<file path="src/rtl/wb_pkg.sv">
// Shared definitions for the writeback arbiter slice.
//   WB_ADDR_WIDTH / WB_DATA_WIDTH / WB_CNT_WIDTH : default register index, data and
//                                                  pending-counter widths
//   src_e    : result source identifier (EXU / LSU)
//   wb_req_t : one result payload as presented by a producing unit
package wb_pkg;

   localparam int unsigned WB_ADDR_WIDTH = 5;
   localparam int unsigned WB_DATA_WIDTH = 32;
   localparam int unsigned WB_CNT_WIDTH  = 2;

   typedef enum logic {
      SRC_EXU = 1'b0,
      SRC_LSU = 1'b1
   } src_e;

   typedef struct packed {
      logic                     wen;
      logic [WB_ADDR_WIDTH-1:0] rd;
      logic [WB_DATA_WIDTH-1:0] data;
   } wb_req_t;

endpackage

</file>
<file path="src/rtl/wb_scoreboard.sv">
// Per-register pending-write scoreboard.
//   clk, rst      : clock, synchronous active-high reset
//   issue_valid   : decode issues an instruction writing issue_rd
//   issue_rd      : destination of the issuing instruction
//   retire_valid  : a write to retire_rd is leaving writeback this cycle
//   retire_rd     : destination of the retiring write
//   issue_ready   : low when issue_rd's counter is saturated
//   busy_vec      : bit i set when register i has a pending write
module wb_scoreboard
   import wb_pkg::*;
#(
   parameter int unsigned ADDR_WIDTH = WB_ADDR_WIDTH,
   parameter int unsigned CNT_WIDTH  = WB_CNT_WIDTH
) (
   input  logic                       clk,
   input  logic                       rst,
   input  logic                       issue_valid,
   input  logic [ADDR_WIDTH-1:0]      issue_rd,
   input  logic                       retire_valid,
   input  logic [ADDR_WIDTH-1:0]      retire_rd,
   output logic                       issue_ready,
   output logic [2**ADDR_WIDTH-1:0]   busy_vec
);

   localparam int unsigned NREGS = 2**ADDR_WIDTH;
   localparam logic [CNT_WIDTH-1:0] CNT_MAX = '1;

   logic [CNT_WIDTH-1:0] cnt [NREGS];
   logic                 inc;
   logic [NREGS-1:0]     inc_vec;
   logic [NREGS-1:0]     dec_vec;

   // x0 is never tracked, so it is always ready
   assign issue_ready = (issue_rd == '0) || (cnt[issue_rd] != CNT_MAX);
   assign inc         = issue_valid && issue_ready && (issue_rd != '0);

   // One-hot increment/decrement selects and busy decode; entry 0 stays idle
   always_comb begin
      inc_vec  = '0;
      dec_vec  = '0;
      busy_vec = '0;
      for (int unsigned i = 1; i < NREGS; i++) begin
         inc_vec[i]  = inc && (issue_rd == ADDR_WIDTH'(i));
         dec_vec[i]  = retire_valid && (retire_rd == ADDR_WIDTH'(i));
         busy_vec[i] = (cnt[i] != '0);
      end
   end

   // Counter update; a simultaneous issue and retire to one register cancel out
   always_ff @(posedge clk) begin
      if (rst) begin
         for (int unsigned i = 0; i < NREGS; i++) cnt[i] <= '0;
      end else begin
         for (int unsigned i = 0; i < NREGS; i++) begin
            if (inc_vec[i] && !dec_vec[i] && (cnt[i] != CNT_MAX))
               cnt[i] <= cnt[i] + CNT_WIDTH'(1);
            else if (dec_vec[i] && !inc_vec[i] && (cnt[i] != '0))
               cnt[i] <= cnt[i] - CNT_WIDTH'(1);
         end
      end
   end

   // A retiring write must always have a matching pending issue
   a_no_underflow: assert property (@(posedge clk) disable iff (rst)
      (retire_valid && (retire_rd != '0)) |-> (cnt[retire_rd] != '0));

endmodule

</file>
<file path="src/rtl/wb_arbiter.sv">
// Writeback stage: round-robin arbitration of EXU/LSU results into one registered
// register-file write per cycle, plus the RAW pending-write scoreboard.
//   clk, rst                     : clock, synchronous active-high reset
//   exu_* / lsu_*                : result valid/ready handshake with wen, rd, data
//   issue_valid, issue_rd        : decode issue of an instruction writing issue_rd
//   issue_ready                  : low when issue_rd has saturated pending writes
//   busy_vec                     : per-register pending-write flags
//   rf_wen, rf_waddr, rf_wdata   : register file write port (registered)
//   wb_done                      : one-cycle pulse per retired result
//   byp_valid, byp_rd, byp_data  : forwarding view of the registered write,
//                                  present only with WB_ARBITER_BYPASS_EN defined
module wb_arbiter
   import wb_pkg::*;
#(
   parameter int unsigned ADDR_WIDTH = WB_ADDR_WIDTH,
   parameter int unsigned DATA_WIDTH = WB_DATA_WIDTH,
   parameter int unsigned CNT_WIDTH  = WB_CNT_WIDTH
) (
   input  logic                      clk,
   input  logic                      rst,
   input  logic                      exu_valid,
   output logic                      exu_ready,
   input  logic                      exu_wen,
   input  logic [ADDR_WIDTH-1:0]     exu_rd,
   input  logic [DATA_WIDTH-1:0]     exu_data,
   input  logic                      lsu_valid,
   output logic                      lsu_ready,
   input  logic                      lsu_wen,
   input  logic [ADDR_WIDTH-1:0]     lsu_rd,
   input  logic [DATA_WIDTH-1:0]     lsu_data,
   input  logic                      issue_valid,
   input  logic [ADDR_WIDTH-1:0]     issue_rd,
   output logic                      issue_ready,
   output logic [2**ADDR_WIDTH-1:0]  busy_vec,
   output logic                      rf_wen,
   output logic [ADDR_WIDTH-1:0]     rf_waddr,
   output logic [DATA_WIDTH-1:0]     rf_wdata,
`ifdef WB_ARBITER_BYPASS_EN
   output logic                      byp_valid,
   output logic [ADDR_WIDTH-1:0]     byp_rd,
   output logic [DATA_WIDTH-1:0]     byp_data,
`endif
   output logic                      wb_done
);

   src_e                  last_grant;
   logic                  fire;
   logic                  sel_wen;
   logic [ADDR_WIDTH-1:0] sel_rd;
   logic [DATA_WIDTH-1:0] sel_data;

   // Round-robin grant: on a tie the source not granted last wins
   always_comb begin
      exu_ready = 1'b0;
      lsu_ready = 1'b0;
      if (exu_valid && lsu_valid) begin
         if (last_grant == SRC_EXU) lsu_ready = 1'b1;
         else                       exu_ready = 1'b1;
      end else begin
         exu_ready = exu_valid;
         lsu_ready = lsu_valid;
      end
   end

   assign fire     = exu_ready || lsu_ready;
   assign sel_wen  = lsu_ready ? lsu_wen  : exu_wen;
   assign sel_rd   = lsu_ready ? lsu_rd   : exu_rd;
   assign sel_data = lsu_ready ? lsu_data : exu_data;

   // Output register; results to x0 or with wen=0 retire without writing
   always_ff @(posedge clk) begin
      if (rst) begin
         last_grant <= SRC_EXU;
         rf_wen     <= 1'b0;
         rf_waddr   <= '0;
         rf_wdata   <= '0;
         wb_done    <= 1'b0;
      end else begin
         wb_done <= fire;
         rf_wen  <= fire && sel_wen && (sel_rd != '0);
         if (fire) begin
            rf_waddr   <= sel_rd;
            rf_wdata   <= sel_data;
            last_grant <= lsu_ready ? SRC_LSU : SRC_EXU;
         end
      end
   end

   wb_scoreboard #(
      .ADDR_WIDTH (ADDR_WIDTH),
      .CNT_WIDTH  (CNT_WIDTH)
   ) u_scoreboard (
      .clk          (clk),
      .rst          (rst),
      .issue_valid  (issue_valid),
      .issue_rd     (issue_rd),
      .retire_valid (rf_wen),
      .retire_rd    (rf_waddr),
      .issue_ready  (issue_ready),
      .busy_vec     (busy_vec)
   );

`ifdef WB_ARBITER_BYPASS_EN
   // Lets decode forward the value before the register file write lands
   assign byp_valid = rf_wen && (rf_waddr != '0);
   assign byp_rd    = rf_waddr;
   assign byp_data  = rf_wdata;
`endif

endmodule

</file>
<file path="config.mk">
export PLATFORM = sky130hd
export DESIGN_NAME = wb_arbiter
export DESIGN_NICKNAME = d
export VERILOG_FILES = /design/src/rtl/wb_pkg.sv /design/src/rtl/wb_scoreboard.sv /design/src/rtl/wb_arbiter.sv
export SDC_FILE = /design/constraint.sdc
export NUM_CORES = 1
export LEC_CHECK = 0
export ABC_AREA = 1
export CAP_MARGIN = 5
export CORE_ASPECT_RATIO = 1.4
export CORE_MARGIN = 8
export CORE_UTILIZATION = 30
export DETAILED_ROUTE_END_ITERATION = 10
export GPL_TIMING_DRIVEN = 1
export PLACE_DENSITY = 0.58
export RECOVER_POWER = 100
export SYNTH_ARGS = -nofsm -noshare
export SYNTH_HDL_FRONTEND = slang
export SYNTH_SLANG_ARGS = --single-unit
export TNS_END_PERCENT = 50
</file>
<file path="constraint.sdc">
create_clock -name clk -period 2.9 [get_ports clk]
set_input_delay 0.58 -clock clk [delete_from_list [all_inputs] [get_ports clk]]
set_output_delay 0.58 -clock clk [all_outputs]
set_load 0.1 [all_outputs]
</file>
==> metrics.txt, run 1 <==
# TYPE chip_impl_metric gauge
chip_impl_info{name="highest_layer",value="met4"} 1
chip_impl_metric{name="design_power_total",unit="mW"} 4.383
chip_impl_metric{name="r2r_cells",unit=""} 15
chip_impl_metric{name="synth_simple_gate_area_share",unit="%"} 43.37
chip_impl_info{name="r2r_start",value="u_scoreboard.cnt[15][0]"} 1
chip_impl_info{name="status",value="completed"} 1
chip_impl_metric{name="post_synth_inst_count",unit=""} 1082
chip_impl_metric{name="synth.cell_area",unit="µm²"} 6944
chip_impl_metric{name="dieArea",unit="µm²"} 28340
chip_impl_metric{name="nNetsFinal",unit=""} 1339
chip_impl_metric{name="routedWlPerCell",unit="µm"} 15.53
chip_impl_metric{name="ir_worst_vdd",unit="µV"} 268.2
chip_impl_metric{name="globalRouteTotalUtil",unit="%"} 17.47
chip_impl_metric{name="timing.max_slew.rel_slack",unit="%"} 15.79
chip_impl_metric{name="worst-endpoint-arrival",unit="ns"} 2.18
chip_impl_info{name="grt_setup_unrepaired",value="false"} 1
chip_impl_metric{name="io-pin-count",unit=""} 160
chip_impl_metric{name="hold-path-cell-count",unit=""} 2
chip_impl_metric{name="hpwlAfterDp",unit="mm"} 18.92
chip_impl_metric{name="cp_max_fo",unit=""} 6
chip_impl_metric{name="postRouteWirelength",unit="mm"} 24.25
chip_impl_metric{name="yosys_warnings",unit=""} 0
chip_impl_metric{name="start_util",unit="%"} 30.25
chip_impl_metric{name="detailedPlace.worstSlack",unit="ns"} -0.09503
chip_impl_metric{name="power.density_cell_area",unit="nW/µm²"} 487.9
chip_impl_metric{name="routabilityCongestion",unit=""} 0.8645
chip_impl_metric{name="synth_seq_area_share",unit="%"} 38.34
chip_impl_metric{name="synth_edf_count",unit=""} 62
chip_impl_metric{name="final_util",unit="%"} 39.13
chip_impl_metric{name="placed_area",unit="µm²"} 8955
chip_impl_metric{name="port_buffers",unit=""} 158
chip_impl_metric{name="synthesis.nets",unit=""} 1170
chip_impl_metric{name="final_hold_fails",unit=""} 0
chip_impl_metric{name="num-fill-cells",unit=""} 2595
chip_impl_metric{name="syn-mean-instance-area",unit="µm²"} 6.418
chip_impl_metric{name="synth.area.mux_share",unit="%"} 0.7207
chip_impl_metric{name="stdcell_area",unit="µm²"} 8982
chip_impl_info{name="synth_common_cells",value="361 x sky130_fd_sc_hd__nand2_1, 147 x sky130_fd_sc_hd__nor2_1, 108 x sky130_fd_sc_hd__nand3_1"} 1
chip_impl_info{name="yosys.cell_count.top_type",value="sky130_fd_sc_hd__nand2_1"} 1
chip_impl_metric{name="ctsLongestPathBuffers",unit=""} 2
chip_impl_metric{name="grt_start_max_net_pins",unit=""} 50
chip_impl_metric{name="wl_met1",unit="mm"} 9.651
chip_impl_metric{name="dr_wl_met3",unit="mm"} 1.837
chip_impl_metric{name="hold_buffers_post_cts",unit=""} 0
chip_impl_metric{name="clock.fmax",unit="GHz"} 0.3626
chip_impl_info{name="worstPathCellList",value="clkdlybuf4s15_1, bufbuf_16, clkbuf_1, nand3_1, nand2_1, nor2_1, nor2_1, nor2_1, nand2_1, nand3_2, nand2_2, inv_2, buf_12"} 1
chip_impl_metric{name="chipWidth",unit="µm"} 144.6
chip_impl_metric{name="cts_inserted_buffers",unit=""} 9
chip_impl_info{name="cp_slowest_cell",value="sky130_fd_sc_hd__bufbuf_16"} 1
chip_impl_metric{name="drt_iter0_drc",unit=""} 510
chip_impl_info{name="startpoint",value="issue_rd[0]"} 1
chip_impl_metric{name="die-height",unit="µm"} 196.0
chip_impl_metric{name="viasPerCell",unit=""} 4.869
chip_impl_metric{name="antenna-diode-count",unit=""} 0
chip_impl_metric{name="multi_input_comb_area",unit="µm²"} 3603
chip_impl_metric{name="synth_compound_area_share",unit="%"} 7.387
chip_impl_metric{name="period_share",unit="%"} 95.09
chip_impl_metric{name="antenna_found_initial",unit=""} 0
chip_impl_info{name="synth.top_cells.by_area",value="sky130_fd_sc_hd__edfxtp_1 27%, sky130_fd_sc_hd__nand2_1 20%, sky130_fd_sc_hd__dfxtp_1 12%, sky130_fd_sc_hd__nor2_1 7.9%, sky130_fd_sc_hd__nand3_1 7.8%"} 1
chip_impl_info{name="synth_ff_type",value="sky130_fd_sc_hd__edfxtp_1"} 1
chip_impl_metric{name="least_margin_pin_slew",unit="ns"} 1.269
chip_impl_metric{name="maxCapViolCount",unit=""} 0
chip_impl_metric{name="crit_required",unit="ns"} 2.32
chip_impl_metric{name="core_area",unit="µm²"} 22960
chip_impl_info{name="holdCritPathClass",value="reg -> reg"} 1
chip_impl_metric{name="clkSinkCount",unit=""} 102
chip_impl_metric{name="max_stage_delay",unit="ns"} 0.31
chip_impl_info{name="crit_top_cell",value="sky130_fd_sc_hd__nor2_1"} 1
chip_impl_metric{name="ys_types",unit=""} 31
chip_impl_metric{name="dr_wl_met2",unit="mm"} 12.11
chip_impl_metric{name="synth_top_area_share",unit="%"} 26.81
chip_impl_metric{name="wire_length_of_the_first_global_routing_pass",unit="mm"} 38.74
chip_impl_metric{name="num_rows",unit=""} 66
chip_impl_metric{name="fin_crit",unit="ns"} 2.758
chip_impl_metric{name="final_critical_path_setup_slack",unit="ns"} 0.1425
chip_impl_metric{name="synth_fa_ha_area_share",unit="%"} 0.3604
chip_impl_metric{name="cts-htree-levels",unit=""} 3
chip_impl_info{name="worst_hold_startpoint",value="rf_wdata[3]"} 1
chip_impl_metric{name="post_detailed_route_count_of_antenna_violating_nets",unit=""} 0
chip_impl_info{name="cts.root.buffer_cell",value="sky130_fd_sc_hd__clkbuf_16"} 1
chip_impl_metric{name="synthXorXnorAreaFrac",unit="%"} 0
chip_impl_metric{name="clk_pin_slew_worst_paths",unit="ns"} 0.08
chip_impl_metric{name="seqCellArea",unit="µm²"} 2663
chip_impl_metric{name="dr_total_vias",unit=""} 7605
chip_impl_info{name="setup.worst_path.end_class",value="output port"} 1
chip_impl_metric{name="cellLeakagePower",unit="nW"} 4.005
chip_impl_info{name="synth_top_family_by_area",value="simple AND/OR/NAND/NOR gates"} 1
chip_impl_info{name="worstSetupPathType",value="in -> out"} 1
chip_impl_metric{name="grt_pass1_vias",unit=""} 7441
chip_impl_info{name="worst_setup_path_start_kind",value="primary input"} 1
chip_impl_metric{name="finClkSkew",unit="ns"} 0.01267
chip_impl_info{name="post-synth-top-area-cell",value="sky130_fd_sc_hd__edfxtp_1"} 1
chip_impl_metric{name="areaGrowthSynthToFinish",unit="%"} 29.35
chip_impl_metric{name="final-max-slew-violation-count",unit=""} 0
chip_impl_metric{name="grt_remaining_overflow",unit=""} 0
chip_impl_metric{name="post-route-drc-count",unit=""} 0
chip_impl_metric{name="final_layout_size_suffix_gt1_share",unit="%"} 7.006
chip_impl_metric{name="synth_seq_cells",unit=""} 102
chip_impl_info{name="cts_tree",value="built"} 1
chip_impl_metric{name="finalSetupViolations",unit=""} 0
chip_impl_metric{name="clock_insertion_delay_worst_skew",unit="ns"} 0.37
chip_impl_metric{name="drt_pre_antenna_iters",unit=""} 8
chip_impl_metric{name="async_reset_ff_share",unit="%"} 0
==> per-stage QoR <==
step / instances / TNS (ns) / hold slack (ns)
after detailed placement: 1544 / -2.334 / 0.4752
final: 1562 / 0 / 0.4859
after CTS: 1562 / 0 / 0.4949
after global placement: 1544 / -1.184 / 0.4674
after floorplan: 1082 / 0 / 0.4895
after global routing: 1562 / 0 / 0.5163
==> flip-flops by register name, summed over array words and instances (netlist names) <==
name and count:
u_scoreboard.cnt 62, rf_wdata 32, rf_waddr 5, last_grant 1, rf_wen 1, wb_done 1
==> layer usage <==
layer  GRT usage, %  vias up
met2          30.24      256
met3          5.207       40
met5              0        -
met1          19.57     3467
met4          6.767        0
li1               -     3842
==> final timing paths <==
check	slack, ns	endpoint
setup / recovery	0.14	issue_ready
hold / removal	0.49	rf_wdata[3]
setup reg to reg	0.75	u_scoreboard.cnt[18][1]
hold reg to reg	0.49	rf_wdata[3]
==> repair_timing <==
item	4_1_cts	5_1_grt
gates resized for setup	2	5
buffers inserted	1	0
pin swaps	0	0
gates cloned	1	0
setup endpoints to repair	1	1
==> worst max-delay path: cells and delay by family <==
kind	cells	cell delay (ns)
buffers and inverters	5	1.00
AND/OR/NAND/NOR	8	0.58
==> logic make-up (layout without fill, tap and decap cells) <==
logic type	after synthesis	count (layout)
adder cells (fa/ha/maj)	2	2
multiplexers	5	5
buffers and inverters	166	340
flip-flops	102	102
AND/OR/NAND/NOR	706	706
AO/OA/AOI/OAI	100	100
other	1	1
==> power by group <==
group          total [mW]  internal (mW)  switching (mW)
Combinational        1.43          0.345            1.09
Clock                1.21          0.617           0.589
Sequential           1.75           1.66          0.0889
==> cells in the final DEF (no fill, tap or decap), types with 30 or more instances in the layout <==
cell,synthesis,final
sky130_fd_sc_hd__nand2_1,361,361
sky130_fd_sc_hd__nor2_1,147,145
sky130_fd_sc_hd__nand3_1,108,110
sky130_fd_sc_hd__inv_1,107,107
sky130_fd_sc_hd__clkdlybuf4s50_1,0,82
sky130_fd_sc_hd__o21ai_0,67,67
sky130_fd_sc_hd__clkbuf_1,31,67
sky130_fd_sc_hd__edfxtp_1,62,62
sky130_fd_sc_hd__nor3_1,42,42
sky130_fd_sc_hd__dfxtp_1,40,40
sky130_fd_sc_hd__buf_4,2,30
==> final cells by class <==
cell class                 count  share of cell area (%)
multi-input combinational    814                   40.12
sequential                   102                   29.64
timing repair buffer         207                   17.79
inverter                     117                   5.029
tap                          306                   4.262
clock buffer                  11                   2.702
clock inverter                 5                  0.4597
No activity file was read; power rests on OpenSTA's default activity.
==> run 2, diff against run 1 <==
--- a/config.mk
+++ b/config.mk
@@ -6,12 +6,11 @@
 export NUM_CORES = 1
 export LEC_CHECK = 0
 export ABC_AREA = 1
-export CAP_MARGIN = 5
 export CORE_ASPECT_RATIO = 1.4
 export CORE_MARGIN = 8
 export CORE_UTILIZATION = 30
 export DETAILED_ROUTE_END_ITERATION = 10
-export GPL_TIMING_DRIVEN = 1
+export GPL_TIMING_DRIVEN = 0
 export PLACE_DENSITY = 0.58
 export RECOVER_POWER = 100
 export SYNTH_ARGS = -nofsm -noshare
==> constraint.sdc (replaced) <==
create_clock -name clk -period 2.9 [get_ports clk]
set_input_delay 0.58 -clock clk [delete_from_list [all_inputs] [get_ports clk]]
set_output_delay 0.58 -clock clk [all_outputs]
set_load 0.005 [all_outputs]
==> run 2 against run 1 <==
  * Setup slack worse by 0.090 ns
  * Sequential share of layout area is 1.3 points lower
  * Wire length increased by 6.6%
==> metrics.txt, run 2 (same netlist as run 1, synthesis figures left out) <==
# TYPE chip_impl_metric gauge
chip_impl_metric{name="period_share",unit="%"} 98.18
chip_impl_metric{name="timing.max_slew.rel_slack",unit="%"} 54.69
chip_impl_metric{name="nNetsFinal",unit=""} 1347
chip_impl_metric{name="least_margin_pin_slew",unit="ns"} 0.6797
chip_impl_info{name="reg.largest.list",value="u_scoreboard.cnt x62, rf_wdata x32, rf_waddr x5"} 1
chip_impl_metric{name="drt_iter0_drc",unit=""} 539
chip_impl_metric{name="final_hold_fails",unit=""} 0
chip_impl_metric{name="cts_inserted_buffers",unit=""} 9
chip_impl_metric{name="globalRouteTotalUtil",unit="%"} 18.52
chip_impl_info{name="layout.cells.most_common",value="sky130_fd_sc_hd__nand2_1"} 1
chip_impl_info{name="worstSetupPathType",value="in -> out"} 1
chip_impl_metric{name="fin_tns_setup",unit="ns"} 0
chip_impl_metric{name="max_stage_delay",unit="ns"} 0.49
chip_impl_metric{name="antenna-diode-count",unit=""} 0
chip_impl_metric{name="num_rows",unit=""} 66
chip_impl_info{name="cts_tree",value="built"} 1
chip_impl_metric{name="switching_share",unit="%"} 30.86
chip_impl_info{name="reg_with_most_ffs",value="u_scoreboard.cnt"} 1
chip_impl_metric{name="ir_worst_vdd",unit="µV"} 471.9
chip_impl_metric{name="grt_pass1_vias",unit=""} 7561
chip_impl_info{name="worst_hold_startpoint",value="rf_wdata[31]"} 1
chip_impl_metric{name="post_detailed_route_count_of_antenna_violating_nets",unit=""} 0
chip_impl_metric{name="clock_insertion_delay_worst_skew",unit="ns"} 0.37
chip_impl_info{name="cp_slowest_cell",value="sky130_fd_sc_hd__clkdlybuf4s50_1"} 1
chip_impl_info{name="layout.cells.most_common_list",value="359 x sky130_fd_sc_hd__nand2_1, 144 x sky130_fd_sc_hd__nor2_1, 113 x sky130_fd_sc_hd__nand3_1"} 1
chip_impl_metric{name="drt_pre_antenna_iters",unit=""} 5
chip_impl_metric{name="viasPerCell",unit=""} 4.869
chip_impl_metric{name="design_power_total",unit="mW"} 3.989
chip_impl_metric{name="crit_required",unit="ns"} 2.32
chip_impl_metric{name="die-height",unit="µm"} 196.0
chip_impl_metric{name="port_buffers",unit=""} 156
chip_impl_info{name="r2r_start",value="u_scoreboard.cnt[7][0]"} 1
chip_impl_metric{name="finalSetupViolations",unit=""} 0
chip_impl_metric{name="chipWidth",unit="µm"} 144.6
chip_impl_metric{name="hpwlAfterDp",unit="mm"} 20.43
chip_impl_metric{name="fin_crit",unit="ns"} 2.847
chip_impl_metric{name="r2r_cells",unit=""} 13
chip_impl_metric{name="routabilityCongestion",unit=""} 0.8837
chip_impl_info{name="cts.root.buffer_cell",value="sky130_fd_sc_hd__clkbuf_16"} 1
chip_impl_metric{name="comb_power_share",unit="%"} 22.9
chip_impl_metric{name="routedWlPerCell",unit="µm"} 16.47
chip_impl_metric{name="largest_register_ff_count",unit=""} 62
chip_impl_metric{name="power.switching",unit="mW"} 1.231
chip_impl_metric{name="finClkSkew",unit="ns"} 0.009343
chip_impl_metric{name="core_area",unit="µm²"} 22960
chip_impl_metric{name="clk_pin_slew_worst_paths",unit="ns"} 0.08
chip_impl_metric{name="io-pin-count",unit=""} 160
chip_impl_metric{name="reg2reg_setup_slack",unit="ns"} 0.31
chip_impl_metric{name="worst-endpoint-arrival",unit="ns"} 2.27
chip_impl_metric{name="power_frac_clock",unit="%"} 33.6
chip_impl_metric{name="crit_buf_inv",unit=""} 6
chip_impl_metric{name="grt_start_max_net_pins",unit=""} 21
chip_impl_metric{name="post-route-drc-count",unit=""} 0
chip_impl_metric{name="dieArea",unit="µm²"} 28340
chip_impl_metric{name="antenna_found_initial",unit=""} 0
chip_impl_metric{name="power.density_cell_area",unit="nW/µm²"} 425.2
chip_impl_metric{name="clock.fmax",unit="GHz"} 0.3512
chip_impl_metric{name="power.sequential.fraction",unit="%"} 43.5
chip_impl_info{name="setup.worst_path.end_class",value="output port"} 1
chip_impl_info{name="status",value="completed"} 1
chip_impl_metric{name="cts-htree-levels",unit=""} 3
chip_impl_metric{name="num-fill-cells",unit=""} 2532
chip_impl_info{name="worst_setup_path_start_kind",value="primary input"} 1
chip_impl_metric{name="final_layout_size_suffix_gt1_share",unit="%"} 5.142
chip_impl_metric{name="areaGrowthSynthToFinish",unit="%"} 35.08
chip_impl_metric{name="hold-path-cell-count",unit=""} 2
chip_impl_metric{name="final-max-slew-violation-count",unit=""} 0
chip_impl_metric{name="p_int",unit="mW"} 2.757
chip_impl_metric{name="ctsLongestPathBuffers",unit=""} 2
chip_impl_info{name="critical_path.top_delay_family",value="buffers and inverters"} 1
chip_impl_info{name="worstPathCellList",value="clkdlybuf4s15_2, inv_1, nand2_2, inv_1, nand2_1, nand2_1, inv_2, nand2_1, nand3_4, nand2_4, inv_1, clkdlybuf4s50_1"} 1
chip_impl_metric{name="wire_length_of_the_first_global_routing_pass",unit="mm"} 40.50
chip_impl_metric{name="hold_buffers_post_cts",unit=""} 0
chip_impl_metric{name="cellLeakagePower",unit="nW"} 4.168
chip_impl_metric{name="start_util",unit="%"} 30.25
chip_impl_metric{name="cp_max_fo",unit=""} 9
chip_impl_metric{name="hold_ws",unit="ns"} 0.4889
chip_impl_metric{name="maxCapViolCount",unit=""} 0
chip_impl_metric{name="clkSinkCount",unit=""} 102
chip_impl_metric{name="final_util",unit="%"} 40.86
chip_impl_info{name="worstHoldEndpoint",value="rf_wdata[31]"} 1
chip_impl_metric{name="postRouteWirelength",unit="mm"} 25.85
chip_impl_info{name="reg_to_reg_end",value="u_scoreboard.cnt[11][1]"} 1
chip_impl_metric{name="dr_total_vias",unit=""} 7645
chip_impl_metric{name="grt_remaining_overflow",unit=""} 0
chip_impl_info{name="holdCritPathClass",value="reg -> reg"} 1
run 2: cell count changes in the layout (fill, tap and decap cells not counted), moves of 3 or more:
| cell | change |
|---|---|
| sky130_fd_sc_hd__buf_12 | -3 |
| sky130_fd_sc_hd__buf_2 | +7 |
| sky130_fd_sc_hd__buf_4 | -20 |
| sky130_fd_sc_hd__buf_6 | +4 |
| sky130_fd_sc_hd__clkbuf_1 | -37 |
| sky130_fd_sc_hd__clkbuf_2 | -6 |
| sky130_fd_sc_hd__clkbuf_4 | -9 |
| sky130_fd_sc_hd__dlygate4sd3_1 | +70 |
| sky130_fd_sc_hd__inv_8 | +4 |
| sky130_fd_sc_hd__nand3_1 | +3 |
| sky130_fd_sc_hd__nand3_2 | -5 |
run 2: repair_timing:
item,in CTS,in global routing
setup buffers,7,2
pin swaps,1,1
endpoints found under the setup margin,96,1
resized for setup,27,19
gates cloned,0,1
run 2: final cells by class:
cell class / count / area, µm² / share of cell area, %
clock inverters: 7 / 92.59 / 0.9871
repair buffers: 166 / 1664 / 17.74
multi-input cells: 814 / 3610 / 38.48
flip-flops and latches: 102 / 2663 / 28.38
plain buffers: 49 / 289.0 / 3.081
well taps: 306 / 382.9 / 4.082
clock buffers: 9 / 225.2 / 2.401
inverters: 117 / 454.2 / 4.842
run 2: power groups by stage:
stage | logic, mW | clock network, mW | registers, mW
2_1_floorplan | 0.454 | 0 | 1.75
3_3_place_gp | 0.915 | 0 | 1.77
5_1_grt | 1.02 | 1.42 | 1.75
6_report | 0.912 | 1.34 | 1.74
3_5_place_dp | 0.916 | 0 | 1.77
4_1_cts | 0.938 | 1.37 | 1.74
run 2: routing by layer:
layer | up-vias | global-route usage (%) | wire length (µm)
met3 | 59 | 5.547 | 2092
li1 | 3858 | - | -
met1 | 3444 | 20.34 | 10030
met4 | 0 | 8.507 | 1099
met5 | - | 0 | 0
met2 | 284 | 31.92 | 12640
run 2: worst max-delay path by stage:
stage,from,end,slack (ns),cells after the start
final,issue_rd[2],issue_ready,0.05,12
after global placement,issue_rd[1],issue_ready,-0.71,13
after floorplan,issue_rd[0],u_scoreboard.cnt[17][0],0.51,16
after detailed placement,issue_rd[1],issue_ready,-0.69,13
after global routing,issue_rd[0],issue_ready,-0.02,15
after CTS,issue_rd[0],issue_ready,0.009,14
run 2: through the flow:
stage / cell area, µm² / setup WS, ns / cells
after detailed placement: 8889 / -0.6920 / 1544
after global routing: 9380 / -0.01773 / 1570
after floorplan: 6944 / 0.5102 / 1082
final: 9380 / 0.05277 / 1570
after global placement: 8889 / -0.7065 / 1544
after CTS: 9321 / 0.008626 / 1567
run 2: tightest hold or removal path, delay by kind of cell (launching register included):
family / cells / cell delay (ns)
DFF: 1 / 0.33
AOI/OAI and AO/OA: 1 / 0.06
and+or+nand+nor: 1 / 0.07
